==> src/rtl/ssc_pattern_detect.sv <==
`default_nettype none
// ============================================================================
// Module      : ssc_pattern_detect
// Description : Parametrised serial sequence checker. Valid serial bits are
//               shifted into a PAT_W-bit history which is compared against a
//               runtime-loadable pattern. Supports overlapping and
//               non-overlapping detection and keeps a saturating match count.
// Macro       : SSC_MATCH_LATCH_EN - when defined, success_light is sticky
//               (set on a match, cleared by clr / pat_load / reset);
//               otherwise it is a 1-cycle pulse per match.
// Ports       : clk_main      - system clock, rising edge
//               rst_n         - asynchronous reset, active-low
//               data_in       - serial data bit
//               data_valid    - data_in is sampled on this edge when 1
//               pat_load      - load pat_in as pattern, restart detection
//               pat_in        - new pattern value
//               overlap_en    - 1 = overlapping, 0 = non-overlapping matches
//               clr           - clear match_cnt
//               out_light     - current history, newest bit at LSB
//               success_light - match flag (pulse or sticky)
//               match_cnt     - saturating match counter
//               armed         - history holds PAT_W valid bits
// Revision    : 1.0 - initial release
// ============================================================================
module ssc_pattern_detect #(
    parameter int               PAT_W       = 4,
    parameter int               CNT_W       = 8,
    parameter logic [PAT_W-1:0] DEFAULT_PAT = PAT_W'(4'b1101)
) (
    input  logic             clk_main,
    input  logic             rst_n,
    input  logic             data_in,
    input  logic             data_valid,
    input  logic             pat_load,
    input  logic [PAT_W-1:0] pat_in,
    input  logic             overlap_en,
    input  logic             clr,
    output logic [PAT_W-1:0] out_light,
    output logic             success_light,
    output logic [CNT_W-1:0] match_cnt,
    output logic             armed
);

    localparam int                c_FC_W      = $clog2(PAT_W);
    localparam logic [c_FC_W-1:0] c_FILL_LAST = c_FC_W'(PAT_W - 1);

    typedef enum logic [0:0] {
        S_FILL = 1'b0,
        S_RUN  = 1'b1
    } state_t;

    state_t             r_state;
    state_t             w_state_nxt;
    logic [c_FC_W-1:0]  r_fill_cnt;
    logic [c_FC_W-1:0]  w_fill_nxt;
    logic [PAT_W-1:0]   r_hist;
    logic [PAT_W-1:0]   w_hist_nxt;
    logic [PAT_W-1:0]   w_shift;
    logic [PAT_W-1:0]   r_pat;
    logic [CNT_W-1:0]   r_match_cnt;
    logic               r_success;
    logic               w_full;
    logic               w_match;

    // History as it will look once the incoming bit is shifted in; matching
    // is done on this value so the flag can be registered with latency 1.
    assign w_shift = {r_hist[PAT_W-2:0], data_in};

    // The incoming bit completes a full window either in RUN or when it is
    // the PAT_W-th bit collected in FILL.
    assign w_full = (r_state == S_RUN) || (r_fill_cnt == c_FILL_LAST);

    // State register
    always_ff @(posedge clk_main or negedge rst_n) begin
        if (!rst_n) begin
            r_state <= S_FILL;
        end else begin
            r_state <= w_state_nxt;
        end
    end

    // Next-state, history and match decode
    always_comb begin
        w_state_nxt = r_state;
        w_fill_nxt  = r_fill_cnt;
        w_hist_nxt  = r_hist;
        w_match     = 1'b0;
        if (pat_load) begin
            // Restart detection; a same-cycle data bit is deliberately dropped.
            w_state_nxt = S_FILL;
            w_fill_nxt  = '0;
            w_hist_nxt  = '0;
        end else if (data_valid) begin
            w_hist_nxt = w_shift;
            w_match    = w_full && (w_shift == r_pat);
            if (r_state == S_FILL) begin
                if (r_fill_cnt == c_FILL_LAST) begin
                    w_state_nxt = S_RUN;
                end else begin
                    w_fill_nxt = r_fill_cnt + 1'b1;
                end
            end
            // Non-overlap: consumed bits may not contribute to the next match.
            if (w_match && !overlap_en) begin
                w_state_nxt = S_FILL;
                w_fill_nxt  = '0;
                w_hist_nxt  = '0;
            end
        end
    end

    // Datapath registers
    always_ff @(posedge clk_main or negedge rst_n) begin
        if (!rst_n) begin
            r_fill_cnt  <= '0;
            r_hist      <= '0;
            r_pat       <= DEFAULT_PAT;
            r_match_cnt <= '0;
            r_success   <= 1'b0;
        end else begin
            r_fill_cnt <= w_fill_nxt;
            r_hist     <= w_hist_nxt;
            if (pat_load) begin
                r_pat <= pat_in;
            end
            // clr has priority over a coincident match; counter never wraps.
            if (clr) begin
                r_match_cnt <= '0;
            end else if (w_match && (r_match_cnt != {CNT_W{1'b1}})) begin
                r_match_cnt <= r_match_cnt + 1'b1;
            end
`ifdef SSC_MATCH_LATCH_EN
            if (clr || pat_load) begin
                r_success <= 1'b0;
            end else if (w_match) begin
                r_success <= 1'b1;
            end
`else
            r_success <= w_match;
`endif
        end
    end

    assign out_light     = r_hist;
    assign success_light = r_success;
    assign match_cnt     = r_match_cnt;
    assign armed         = (r_state == S_RUN);

endmodule
`default_nettype wire

==> config.mk <==
export PLATFORM = sky130hd
export DESIGN_NAME = ssc_pattern_detect
export DESIGN_NICKNAME = d
export VERILOG_FILES = /design/src/rtl/ssc_pattern_detect.sv
export SDC_FILE = /design/constraint.sdc
export NUM_CORES = 1
export LEC_CHECK = 0
export ABC_CLOCK_PERIOD_IN_PS = 2300
export BUFFER_PORTS_ARGS = -buffer_cell sky130_fd_sc_hd__buf_2
export CAP_MARGIN = 10
export CORE_AREA = 2 2 49 51
export CTS_CLUSTER_SIZE = 20
export DETAILED_ROUTE_END_ITERATION = 12
export DIE_AREA = 0 0 51 53
export PLACE_DENSITY = 0.71
export REMOVE_ABC_BUFFERS = 1
export SYNTH_ARGS = -nofsm -noshare
export SYNTH_HDL_FRONTEND = slang
export SYNTH_SLANG_ARGS = --single-unit
==> constraint.sdc <==
create_clock -name clk_main -period 2.3 [get_ports clk_main]
set_input_delay 0.46 -clock clk_main [delete_from_list [all_inputs] [get_ports clk_main]]
set_output_delay 0.46 -clock clk_main [all_outputs]
set_load 0.02 [all_outputs]
==> After elaboration in Yosys (flattened, before gate mapping) <==
Cells that the tools add are included.
{ "op_classes": {"n_addsub": 2, "n_mux": 17, "eq_ne": 5, "n_reduce_logical": 8} }
{ "op_table": {"columns": ["operator", "count"], "rows": [
  ["8-bit 2-to-1 mux", 2],
  ["4-bit 2-to-1 mux", 3],
  ["2-bit 2-to-1 mux", 5],
  ["8-bit by 1-bit adder with 8-bit output (second input constant)", 1],
  ["8-bit inequality test (second input constant)", 1],
  ["1-bit 2-to-1 mux", 7],
  ["3-bit by 2-bit inequality test with 1-bit output (second input constant)", 2],
  ["4-bit equality test", 1],
  ["2-bit nonzero test", 2],
  ["1-bit logical AND", 3],
  ["3-bit AND reduction", 1],
  ["2-bit by 1-bit adder with 2-bit output (second input constant)", 1],
  ["2-bit equality test (second input constant)", 1],
  ["1-bit zero test", 1],
  ["1-bit logical OR", 1]
]} }
{ "totals": {"in_bits": 11, "wordCells": 38, "register_bits": 20, "out_inout_bits": 14} }

==> Longest topological paths before layout <==
{ "logic_depth": {"depth_word": 8, "depth_mapped": 7, "ltp_nobuf": 6} }

==> Least setup slack after synthesis <==
Ideal clock, no wire load.
{ "synth_path": {"kind": "register to register", "startpoint": "register r_fill_cnt[0]", "endpoint": "register r_match_cnt[3] (netlist: match_cnt[3])", "setup_slack_ps": 563, "stages_incl_launch_ff": 8, "synth_period_minus_slack_ps": 1737, "n_path_buf": 1, "arrival_ps": 1660, "required_time_ps": 2222, "setup_ps": 78, "cell_sequence": "dfrtp_1 > ha_1 > nor2_2 > nor4_4 > nand3_2 > buf_6 > or3_1 > a21oi_1"} }
{ "synth_via": {"elab_chain_len": 7} }
{ "synth_rtl": {"columns": ["item", "line_no", "rtl"], "rows": [
  ["from (decl)", "54", "logic [c_FC_W-1:0] r_fill_cnt;"],
  ["from (signal assigned)", "121", "r_fill_cnt <= w_fill_nxt;"],
  ["2-bit equality test", "71", "assign w_full = (r_state == S_RUN) || (r_fill_cnt == c_FILL_LAST);"],
  ["1-bit logical OR", "71", null],
  ["1-bit logical AND", "95", "w_match = w_full && (w_shift == r_pat);"],
  ["1-bit 2-to-1 mux", "93", "end else if (data_valid) begin"],
  ["1-bit 2-to-1 mux", "88", "if (pat_load) begin"],
  ["1-bit logical AND", "129", "end else if (w_match && (r_match_cnt != {CNT_W{1'b1}})) begin"],
  ["2-bit nonzero test (no source line)", null, null],
  ["to (signal assigned)", "130", "r_match_cnt <= r_match_cnt + 1'b1;"],
  ["to (decl)", "60", "logic [CNT_W-1:0] r_match_cnt;"]
]} }
No other way between the ends.
A chain may end at the register's enable or synchronous reset.

==> Final worst setup path <==
{ "layout_path": {"startpoint": "register r_fill_cnt[0]", "endpoint": "register r_match_cnt[5] (netlist: match_cnt[5])"} }
Same word-level chain as after synthesis.

==> run_results.csv <==
group,metric,value,unit
critical_path,r2r-start,"r_fill_cnt[0]",
sta,finClkSkew,1.86,ps
cells_and_area,final_common_cell,"buf_2",
yosys,synth_cell_types,34,
power,power_density,542,nW/um^2
clocking,cts_tree,"yes",
yosys,seq_area_frac_synth,48.6,%
sta,rsz0062_at_grt,"false",
placed_design,io_buffers,24,
global_route,use_met3,2.54,%
floorplan,die_area,2700,sq um
yosys,synth_area_per_cell,10.2,sq um
global_route,overflow,0,
yosys,synth_edf_count,0,
sta,setup_slack,260,ps
routing,first_iter_violations,18,
cells_and_area,finalInstanceArea,1210,sq um
yosys,synth_area,1040,sq um
sta,final.period_utilization,88.7,%
sta,fmaxAchievable,490,MHz
run_status,status,"finished clean",
clocking,cts_buffers,3,
sta,relSlewSlack,71.1,%
clocking,hold_buffers,0,
global_route,met2_usage,27.9,%
global_route,first_global_vias,760,
critical_path,r2r_slack,260,ps
global_route,grtUsageMet1,21.9,%
cells_and_area,final_nets,141,
routing,firstDrtPassIters,4,
yosys,synth_ff_type,"dfrtp_1",
routing,vias,859,
yosys,async_reset_ff_share,100,%
placed_design,dpl.hpwl,1540,um
critical_path,ff2ff_path_depth,6,
global_route,antenna_found_initial,0,
cells_and_area,areaGrowthSynthToFinish,16.9,%
floorplan,num_rows,17,
floorplan,dieHeight,53,um
power,ir_drop,0.480,mV
critical_path,critPathLaunchType,"flop",
yosys,ys_seq_elements,20,
cells_and_area,mostFrequentLayoutCells,"buf_2 (24), dfrtp_1 (17), nor2_1 (10)",
clocking,cts_max_level,1,
floorplan,ios,25,
placed_design,gp_congestion,0.703,
routing,routed_wl,2090,um
clocking,clock-sinks,20,
floorplan,die_w,51,um
yosys,yosys_warnings,0,
cells_and_area,drive_above_1_share,33.1,%
routing,vias_per_cell,5.54,
global_route,top_usage_layer,"met2",
clocking,clk_pin_slew,110,ps
clocking,clk_latency,300,ps
sta,drv_slew,0,
global_route,grt_pass1_wl,3310,um
sta,final.min_clock_period,2040,ps
critical_path,arrival,2280,ps
global_route,grt_max_degree,21,
routing,postRouteAntennaNets,0,
critical_path,endpoint_kind,"flop",
critical_path,critical_path_class,"reg2reg",
worst_hold_path,hold_path.class,"in2async",
sta,fin_setup_tns,0,ps
placed_design,pre_cts_ws,207,ps
routing,wire_per_inst,13.5,um
sta,finalHoldViolCount,0,
clocking,cts_root_buffer,"clkbuf_4",
critical_path,crit_required,2540,ps
sta,worst_slew_pin_slew,434,ps
floorplan,core,2150,sq um
job,cap_viol_max_count,0,
cells_and_area,n_antenna_cell,0,
critical_path,r2r-end,"match_cnt[5]",
placed_design,dpl_cell_area,1180,sq um
sta,setup_viol,0,
clocking,clock_path_buffers,2,
global_route,track_usage,17.0,%
floorplan,start_util,48.3,%
yosys,syn_inst,102,
routing,drc,0,
clocking,cts_resized,0,
clocking,cts_setup_buffers,0,
critical_path,cp_max_fo,12,
power,total_leakage_power,0.580,nW
-- flip-flops by register name, summed over array words and instances (netlist names) --
| register | flops |
|---|---|
| match_cnt | 8 |
| out_light | 4 |
| r_pat | 4 |
| r_fill_cnt | 2 |
| armed | 1 |
| success_light | 1 |
-- where the power goes --
part | total [mW] | internal, mW | switching, mW
Sequential | 0.378 | 0.368 | 0.0102
Combinational | 0.0759 | 0.0314 | 0.0446
Clock | 0.204 | 0.0966 | 0.107
-- critical path, cell delays in order (launching register included) --
cell     delay (ps)
dfrtp_1         400
ha_1            230
nor2_2           90
nor4_4          330
nand3_2         250
or4_1           520
a21oi_1         150
-- final cells by class --
cell class | count | area [sq um]
Timing Repair Buffer | 25 | 128
Sequential cell | 20 | 504
Multi-Input combinational cell | 76 | 503
Clock buffer | 4 | 36.3
Fill cell | 205 | 935
Tap cell | 28 | 35.0
Inverter | 2 | 7.51
-- logic make-up after synthesis --
family | Yosys count | synth area share, %
flops | 20 | 48.6
buf+inv | 6 | 3.01
compound gates | 21 | 11.1
xor+xnor | 4 | 3.37
mux | 5 | 5.30
fa+ha+maj | 2 | 2.41
simple gates | 44 | 26.3
-- through the flow --
stage / utilization (%) / total power [mW] / cells / hold slack, ps
after global placement: 54.8 / 0.456 / 151 / 420
after detailed placement: 54.8 / 0.461 / 151 / 430
after CTS: 56.5 / 0.662 / 155 / 96.1
final: 56.5 / 0.658 / 155 / 76.7
after floorplan: - / 0.425 / 98 / 164
after global routing: 56.5 / 0.679 / 155 / 118
-- cell usage after synthesis, types with 2 or more instances --
library cell | count | area [sq um]
dfrtp_1 | 17 | 425
nor2_1 | 10 | 37.5
a21oi_1 | 8 | 40.0
nor2b_1 | 8 | 50.1
o21ai_0 | 7 | 35.0
nand3_1 | 5 | 25.0
a31oi_1 | 4 | 25.0
mux2_2 | 4 | 45.0
xor2_1 | 4 | 35.0
dfstp_2 | 3 | 78.8
nand2_1 | 3 | 11.3
nand4_1 | 3 | 18.8
or3_1 | 3 | 18.8
ha_1 | 2 | 25.0
inv_1 | 2 | 7.51
-- routing by layer --
layer / routed length [um] / part of all wire, % / up-vias
met5: 0 / 0 / -
met4: 34 / 1.6 / 0
met3: 74 / 3.5 / 5
met2: 1030 / 49 / 22
met1: 950 / 46 / 413
li1: - / - / 419
-- worst max path at each step --
stage / startpoint / end
floorplan: r_fill_cnt[0] / match_cnt[5]
global placement: data_valid / match_cnt[5]
detailed placement: data_valid / match_cnt[5]
CTS: r_fill_cnt[0] / match_cnt[7]
global route: r_fill_cnt[1] / match_cnt[5]
finish: r_fill_cnt[0] / match_cnt[5]
Power figures use the tool's default switching activity.
